$ cat config.mk
export PLATFORM = sky130hd
export DESIGN_NAME = matmul_operand_feeder_flat
export DESIGN_NICKNAME = d
export VERILOG_FILES = /design/src/rtl/matmul_operand_feeder_if.sv /design/src/rtl/matmul_operand_feeder.sv /design/src/flat_wrapper.sv
export SDC_FILE = /design/constraint.sdc
export NUM_CORES = 1
export LEC_CHECK = 0
export CORE_MARGIN = 2
export CORE_UTILIZATION = 40
export CTS_CLUSTER_SIZE = 25
export DETAILED_ROUTE_END_ITERATION = 7
export PLACE_DENSITY = 0.67
export SLEW_MARGIN = 15
export SYNTH_ARGS = -nofsm -noshare
export SYNTH_HDL_FRONTEND = slang
export SYNTH_SLANG_ARGS = --single-unit
$ cat constraint.sdc
create_clock -name clk -period 2.04 [get_ports clk]
set_input_delay 0.306 -clock clk [delete_from_list [all_inputs] [get_ports clk]]
set_output_delay 0.306 -clock clk [all_outputs]
set_load 0.02 [all_outputs]
$ cat src/rtl/matmul_operand_feeder_if.sv
// matmul_operand_feeder_if: control, operand-memory and MAC-side signals of the operand feeder
// master: feeder side (drives addresses, operands, framing, result strobes; receives go and read data)
// slave: environment side (memories, MAC, result writer, controller)
interface matmul_operand_feeder_if #(
  parameter int DATA_W = 8,
  parameter int ADDR_W = 6
);
  logic              go;
  logic              busy;
  logic [ADDR_W-1:0] a_addr;
  logic [ADDR_W-1:0] b_addr;
  logic [DATA_W-1:0] a_rdata;
  logic [DATA_W-1:0] b_rdata;
  logic [DATA_W-1:0] a;
  logic [DATA_W-1:0] b;
  logic [5:0]        temp_cnt;
  logic              op_valid;
  logic              start;
  logic              done;
  logic              res_valid;
  logic [5:0]        res_row;
  logic [5:0]        res_col;
  modport master (
    input  go, a_rdata, b_rdata,
    output busy, a_addr, b_addr, a, b, temp_cnt, op_valid, start, done, res_valid, res_row, res_col
  );
  modport slave (
    output go, a_rdata, b_rdata,
    input  busy, a_addr, b_addr, a, b, temp_cnt, op_valid, start, done, res_valid, res_row, res_col
  );
endinterface

$ cat src/rtl/matmul_operand_feeder.sv
// matmul_operand_feeder: streams A/B operand pairs from synchronous-read memories to a MAC with result strobes
// Ports: clk; rst (sync, active high); bus (matmul_operand_feeder_if.master):
//   go/busy control, a_addr/b_addr and a_rdata/b_rdata to the memories,
//   a/b/temp_cnt/op_valid to the MAC, start/done framing, res_valid/res_row/res_col result capture.
// Build option: define TRANSPOSE_B_EN when B is stored transposed (b_addr = j*N+k).
module matmul_operand_feeder #(
  parameter int N       = 8,
  parameter int DATA_W  = 8,
  parameter int ADDR_W  = 6,
  parameter int RES_LAT = 2
) (
  input logic                     clk,
  input logic                     rst,
  matmul_operand_feeder_if.master bus
);
  typedef enum logic [2:0] {IDLE, START, ISSUE, DRAIN, FINISH} state_t;
  localparam logic [5:0]        last_idx = 6'(N - 1);
  localparam logic [ADDR_W-1:0] n_a      = ADDR_W'(N);
  state_t              state_q;
  logic [5:0]          i_q, j_q, k_q;
  logic                start_q, done_q, busy_q;
  logic                v1_q;
  logic [5:0]          i1_q, j1_q, k1_q;
  logic                op_valid_q;
  logic [DATA_W-1:0]   a_q, b_q;
  logic [5:0]          temp_cnt_q, i2_q, j2_q;
  logic [RES_LAT-1:0]  rv_q;
  logic [5:0]          rr_q [RES_LAT];
  logic [5:0]          rc_q [RES_LAT];
  logic                k_last, j_last, i_last, fire, res_last;
  assign k_last   = k_q == last_idx;
  assign j_last   = j_q == last_idx;
  assign i_last   = i_q == last_idx;
  assign fire     = op_valid_q && temp_cnt_q == last_idx;
  // DRAIN ends on the strobe for the bottom-right element, the last one of the run
  assign res_last = rv_q[RES_LAT-1] && rr_q[RES_LAT-1] == last_idx && rc_q[RES_LAT-1] == last_idx;
  assign bus.a_addr = ADDR_W'(i_q) * n_a + ADDR_W'(k_q);
`ifdef TRANSPOSE_B_EN
  assign bus.b_addr = ADDR_W'(j_q) * n_a + ADDR_W'(k_q);
`else
  assign bus.b_addr = ADDR_W'(k_q) * n_a + ADDR_W'(j_q);
`endif
  assign bus.busy      = busy_q;
  assign bus.start     = start_q;
  assign bus.done      = done_q;
  assign bus.a         = a_q;
  assign bus.b         = b_q;
  assign bus.temp_cnt  = temp_cnt_q;
  assign bus.op_valid  = op_valid_q;
  assign bus.res_valid = rv_q[RES_LAT-1];
  assign bus.res_row   = rr_q[RES_LAT-1];
  assign bus.res_col   = rc_q[RES_LAT-1];
  always_ff @(posedge clk) begin
    if (rst) begin
      state_q <= IDLE;
      i_q     <= '0;
      j_q     <= '0;
      k_q     <= '0;
      start_q <= 1'b0;
      done_q  <= 1'b0;
      busy_q  <= 1'b0;
    end else begin
      start_q <= 1'b0;
      done_q  <= 1'b0;
      case (state_q)
        IDLE: if (bus.go) begin
          state_q <= START;
          start_q <= 1'b1;
          busy_q  <= 1'b1;
        end
        START: begin
          state_q <= ISSUE;
          i_q     <= '0;
          j_q     <= '0;
          k_q     <= '0;
        end
        ISSUE: begin
          k_q <= k_last ? '0 : k_q + 6'd1;
          j_q <= !k_last ? j_q : j_last ? '0 : j_q + 6'd1;
          i_q <= !(k_last && j_last) ? i_q : i_last ? '0 : i_q + 6'd1;
          if (k_last && j_last && i_last) state_q <= DRAIN;
        end
        DRAIN: if (res_last) begin
          state_q <= FINISH;
          done_q  <= 1'b1;
          busy_q  <= 1'b0;
        end
        FINISH: state_q <= IDLE;
        default: state_q <= IDLE;
      endcase
    end
  end
  // stage 1 waits for the synchronous memory read; stage 2 registers the operands
  always_ff @(posedge clk) begin
    if (rst) begin
      v1_q       <= 1'b0;
      i1_q       <= '0;
      j1_q       <= '0;
      k1_q       <= '0;
      op_valid_q <= 1'b0;
      a_q        <= '0;
      b_q        <= '0;
      temp_cnt_q <= '0;
      i2_q       <= '0;
      j2_q       <= '0;
      rv_q       <= '0;
      for (int n = 0; n < RES_LAT; n++) begin
        rr_q[n] <= '0;
        rc_q[n] <= '0;
      end
    end else begin
      v1_q       <= state_q == ISSUE;
      i1_q       <= i_q;
      j1_q       <= j_q;
      k1_q       <= k_q;
      op_valid_q <= v1_q;
      a_q        <= v1_q ? bus.a_rdata : '0;
      b_q        <= v1_q ? bus.b_rdata : '0;
      temp_cnt_q <= v1_q ? k1_q : '0;
      i2_q       <= i1_q;
      j2_q       <= j1_q;
      rv_q[0]    <= fire;
      rr_q[0]    <= fire ? i2_q : '0;
      rc_q[0]    <= fire ? j2_q : '0;
      for (int n = 1; n < RES_LAT; n++) begin
        rv_q[n] <= rv_q[n-1];
        rr_q[n] <= rr_q[n-1];
        rc_q[n] <= rc_q[n-1];
      end
    end
  end
endmodule

$ cat src/flat_wrapper.sv
// flat-port wrapper written by rule: the top's interface ports become plain ports
module matmul_operand_feeder_flat 
#(
  parameter int N       = 8,
  parameter int DATA_W  = 8,
  parameter int ADDR_W  = 6,
  parameter int RES_LAT = 2
)
  (clk, rst, bus_go, bus_a_rdata, bus_b_rdata, bus_busy, bus_a_addr, bus_b_addr, bus_a, bus_b, bus_temp_cnt, bus_op_valid, bus_start, bus_done, bus_res_valid, bus_res_row, bus_res_col);
  matmul_operand_feeder_if #(.DATA_W(DATA_W), .ADDR_W(ADDR_W)) bus_i ();
  input logic clk;
  input logic rst;
  input wire logic [$bits(bus_i.go)-1:0] bus_go;
  input wire logic [$bits(bus_i.a_rdata)-1:0] bus_a_rdata;
  input wire logic [$bits(bus_i.b_rdata)-1:0] bus_b_rdata;
  output wire logic [$bits(bus_i.busy)-1:0] bus_busy;
  output wire logic [$bits(bus_i.a_addr)-1:0] bus_a_addr;
  output wire logic [$bits(bus_i.b_addr)-1:0] bus_b_addr;
  output wire logic [$bits(bus_i.a)-1:0] bus_a;
  output wire logic [$bits(bus_i.b)-1:0] bus_b;
  output wire logic [$bits(bus_i.temp_cnt)-1:0] bus_temp_cnt;
  output wire logic [$bits(bus_i.op_valid)-1:0] bus_op_valid;
  output wire logic [$bits(bus_i.start)-1:0] bus_start;
  output wire logic [$bits(bus_i.done)-1:0] bus_done;
  output wire logic [$bits(bus_i.res_valid)-1:0] bus_res_valid;
  output wire logic [$bits(bus_i.res_row)-1:0] bus_res_row;
  output wire logic [$bits(bus_i.res_col)-1:0] bus_res_col;
  assign bus_i.go = bus_go;
  assign bus_i.a_rdata = bus_a_rdata;
  assign bus_i.b_rdata = bus_b_rdata;
  assign bus_busy = bus_i.busy;
  assign bus_a_addr = bus_i.a_addr;
  assign bus_b_addr = bus_i.b_addr;
  assign bus_a = bus_i.a;
  assign bus_b = bus_i.b;
  assign bus_temp_cnt = bus_i.temp_cnt;
  assign bus_op_valid = bus_i.op_valid;
  assign bus_start = bus_i.start;
  assign bus_done = bus_i.done;
  assign bus_res_valid = bus_i.res_valid;
  assign bus_res_row = bus_i.res_row;
  assign bus_res_col = bus_i.res_col;
  matmul_operand_feeder #(.N(N), .DATA_W(DATA_W), .ADDR_W(ADDR_W), .RES_LAT(RES_LAT)) u_core (.clk(clk), .rst(rst), .bus(bus_i));
endmodule
==> results by group <==
Finish
  • Count of placed standard cells in the final layout, fillers left out: between 500 and 600
  • Fraction of the core area covered by cells at the end of the flow: 0.548
  • Share of post-route cells with drive strength above 1: 0.184
  • Antenna diode count: 0
  • Area growth, synth to finish: 32.2%
  • Final layout net count: around 450

STA
  • Clock Skew: between 0.008 and 0.009 ns
  • PnR worst setup slack: between 0.015 and 0.02 ns
  • Achievable Freq: just under 500 MHz
  • Setup violation total in the final timing report: 0
  • Headroom to the max-slew limit: 0.570
  • Max-slew violations: 0
  • Final critical-path share of the clock period: 0.992
  • Worst hold margin: about 0.36 ns
  • Worst slew pin tran: 0.642 ns
  • Tmin final: a little over 2 ns
  • RSZ-0062 raised after global routing: yes
  • Final-report hold violation count: 0

Pwr
  • Power Density: around 750 nW/um2
  • Pleak: 1.82 nW
  • Worst ir drop on vdd: roughly 400 uV

Drt
  • Detail-routed via count per cell: between 4 and 5
  • Final routed wire length divided by cell count: ~13 um
  • Antenna-violating nets left: 0
  • Total via count in the routed design: 2,544
  • Number of DRC markers in iteration 0: 73
  • Post-Route WL: 6960 um
  • Iteration count of the initial detailed-routing pass: 4
  • Number of remaining DRC errors: 0

Die
  • Die ar.: ~9900 um2
  • Initial standard-cell utilization of the core: 0.414
  • Die Wd: between 90 and 100 um
  • Total I/O pin count: 70
  • Die Span Y: about 99 um
  • Placement row count: 34
  • Core Region: 8760 um2

Clock tree
  • Root buffer cell: sky130_fd_sc_hd__clkbuf_8
  • Maximum level of the CTS H-tree: 3
  • Number of buffers on the longest clock path: 2
  • CTS buffer count: 9
  • Clock latency at the later pin of the worst-skew pair: roughly 0.36 ns
  • Hold-fix buffers at CTS: 0
  • Clock-pin slew on the worst setup and hold paths: roughly 0.11 ns
  • TritonCTS clock tree: done
  • Sinks on Clock Net: ~100

Global route
  • Number of antenna violations at the first check in global routing: 0
  • First-pass GRT wire length: 11,700 um
  • Vias in the first global route: ~2,500
  • Total gr overflow: 0
  • GRT Total Usage: 0.147
  • Largest net degree at the start of global routing: approximately 40

Yosys
  • Count of flip-flops with a built-in enable after synthesis: 0
  • Netlist Area Pre-Place: around 3600 um2
  • Cell types with the largest area share after synthesis: sky130_fd_sc_hd__dfxtp_1 (57%), sky130_fd_sc_hd__nor2b_1 (7.4%), sky130_fd_sc_hd__and2_1 (5.9%)
  • Post-synthesis async set-or-reset flop share: 0
  • Sequential area share after synthesis: 0.573
  • Synth top area share: 0.573
  • Cell taking the most area after synthesis: sky130_fd_sc_hd__dfxtp_1
  • Number of distinct library cells after synthesis: approximately 50
  • Total nets after synthesis: ~370
  • Mean instance size in the synthesized netlist: about 10 um2
  • Register bit count reported by yosys: about 100
  • Yosys warning total: 0
  • Most instantiated flip-flop cell in the synthesis netlist: sky130_fd_sc_hd__dfxtp_1
  • Cell count after synthesis: ~350

Setup path
  • Crit Path Class: reg2out
  • CP arrival: 1.72 ns
  • Worst EP required: between 1.5 and 2 ns
  • Worst setup EP type: output port
  • Largest fanout of any net on the critical path: 2
  • CP Launch Type: register

Run
  • # Max-Cap Violations: 0

Placement
  • Number of port buffers: a little under 70
  • Number of instances in the placed design: just over 500
  • Detailed Place HPWL: 4940 um
  • Routability Congestion: ~0.86
  • Pre-CTS WS: -0.0993 ns

Status
  • Status: finished, final reports clean

Hold path
  • Path category of the worst min-delay check: in2reg
registers in the layout, summed over array words and instances (netlist names):
| name | cells |
|---|---|
| u_core.bus.busy | 1 |
| u_core.rr_q | 12 |
| u_core.rc_q | 12 |
| u_core.bus.temp_cnt | 6 |
| u_core.i_q | 6 |
| u_core.k_q | 6 |
| u_core.i2_q | 6 |
| u_core.state_q | 3 |
| u_core.bus.done | 1 |
| u_core.i1_q | 6 |
| u_core.bus.a | 8 |
| u_core.j2_q | 6 |
| u_core.bus.op_valid | 1 |
| u_core.j_q | 6 |
| u_core.k1_q | 6 |
| u_core.rv_q | 2 |
| u_core.v1_q | 1 |
| u_core.bus.start | 1 |
| u_core.j1_q | 6 |
| u_core.bus.b | 8 |
worst paths after layout:
check	start	endpoint	slack, ns	cells after the start
max reg2reg	u_core.state_q[0]	u_core.i_q[5]	0.07	4
min reg2reg	u_core.k1_q[4]	u_core.bus.temp_cnt[4]	0.43	1
min	rst	u_core.k1_q[5]	0.36	2
max	u_core.k_q[3]	bus_a_addr[5]	0.02	5
cells in the final DEF (no fill, tap or decap), types with 3 or more instances in the layout:
| cell type | count |
|---|---|
| sky130_fd_sc_hd__and3_1 | 3 |
| sky130_fd_sc_hd__nand2b_1 | 3 |
| sky130_fd_sc_hd__clkdlybuf4s50_1 | 64 |
| sky130_fd_sc_hd__or4_4 | 3 |
| sky130_fd_sc_hd__nor4_1 | 4 |
| sky130_fd_sc_hd__or3_1 | 4 |
| sky130_fd_sc_hd__dfxtp_1 | 99 |
| sky130_fd_sc_hd__nor2_1 | 11 |
| sky130_fd_sc_hd__a21oi_1 | 8 |
| sky130_fd_sc_hd__nor4_2 | 3 |
| sky130_fd_sc_hd__clkbuf_8 | 9 |
| sky130_fd_sc_hd__dfxtp_2 | 5 |
| sky130_fd_sc_hd__inv_1 | 7 |
| sky130_fd_sc_hd__buf_4 | 28 |
| sky130_fd_sc_hd__nand2_1 | 14 |
| sky130_fd_sc_hd__o21ai_0 | 4 |
| sky130_fd_sc_hd__nand3_1 | 9 |
| sky130_fd_sc_hd__nor3b_1 | 3 |
| sky130_fd_sc_hd__o211ai_1 | 4 |
| sky130_fd_sc_hd__and2_1 | 34 |
| sky130_fd_sc_hd__a31oi_1 | 4 |
| sky130_fd_sc_hd__nor2b_1 | 41 |
logic make-up (layout without fill, tap and decap cells):
family / Yosys count / count (layout) / share of synthesized area
adders and majority gates: 7 / 7 / 0.0283
xor gates and xnor gates: 5 / 5 / 0.0121
muxes: 1 / 1 / 0.00310
and+or+nand+nor: 152 / 152 / 0.255
DFF: 104 / 104 / 0.573
buffers and inverters: 42 / 121 / 0.0651
AOI/OAI and AO/OA: 35 / 35 / 0.0627
synthesized netlist by cell type (2+ instances only):
cell	instances
sky130_fd_sc_hd__a211oi_1	2
sky130_fd_sc_hd__a21o_1	2
sky130_fd_sc_hd__a21oi_1	8
sky130_fd_sc_hd__a31oi_1	5
sky130_fd_sc_hd__and2_1	34
sky130_fd_sc_hd__and3_1	3
sky130_fd_sc_hd__buf_1	2
sky130_fd_sc_hd__buf_2	3
sky130_fd_sc_hd__buf_4	18
sky130_fd_sc_hd__clkbuf_1	10
sky130_fd_sc_hd__dfxtp_1	104
sky130_fd_sc_hd__fa_1	2
sky130_fd_sc_hd__ha_1	5
sky130_fd_sc_hd__inv_1	7
sky130_fd_sc_hd__nand2_1	15
sky130_fd_sc_hd__nand2b_1	3
sky130_fd_sc_hd__nand3_1	9
sky130_fd_sc_hd__nand4b_1	2
sky130_fd_sc_hd__nand4bb_1	2
sky130_fd_sc_hd__nor2_1	11
sky130_fd_sc_hd__nor2b_1	43
sky130_fd_sc_hd__nor3_1	2
sky130_fd_sc_hd__nor3b_1	4
sky130_fd_sc_hd__nor4_1	8
sky130_fd_sc_hd__o211ai_1	4
sky130_fd_sc_hd__o21ai_0	4
sky130_fd_sc_hd__o31ai_1	2
sky130_fd_sc_hd__or3_1	4
sky130_fd_sc_hd__or4_1	5
sky130_fd_sc_hd__xnor2_1	4
layout make-up:
class | count | area, um2
tap | 108 | 135
clock buffer | 9 | 124
fill | 784 | 3960
inverter | 8 | 30.0
clock inverter | 7 | 81.3
sequential | 104 | 2090
timing repair buffer | 97 | 902
multi-input combinational | 200 | 1440
critical path: stages (launching register included):
cell,delay (ns)
sky130_fd_sc_hd__dfxtp_2,0.35
sky130_fd_sc_hd__ha_4,0.16
sky130_fd_sc_hd__fa_2,0.37
sky130_fd_sc_hd__xnor2_2,0.15
sky130_fd_sc_hd__xnor2_1,0.17
sky130_fd_sc_hd__buf_4,0.16
report_power, final:
group	switching [W]	internal [W]	leakage, nW	total (W)
logic	0.000123	0.000113	0.871	0.000235
clock network	0.000782	0.000499	0.104	0.00128
registers	0.00000977	0.00205	0.841	0.00206
per-stage QoR:
stage                     power (W)  cell area [um2]  setup TNS [ns]
after floorplan             0.00223             3630               0
after global placement      0.00233             4460          -0.145
after detailed placement    0.00233             4460          -0.190
after CTS                   0.00360             4690          -0.252
after global routing        0.00372             4800          -0.112
final                       0.00358             4800               0
layer usage:
metal  vias up  routed length (um)  track usage
li1       1296                   -            -
met4         0                 167       0.0653
met5         -                   0            0
met2        89                3250        0.235
met1      1141                3110        0.193
met3        18                 432       0.0295
timing repair:
action / CTS / global route
gates resized for setup: 18 / 28
setup buffers: 0 / 1
pin swaps: 4 / 10
endpoints found under the hold margin: 0 / 0
setup endpoints to repair: 6 / 17
Note: power is estimated with default switching activity, not from simulation.
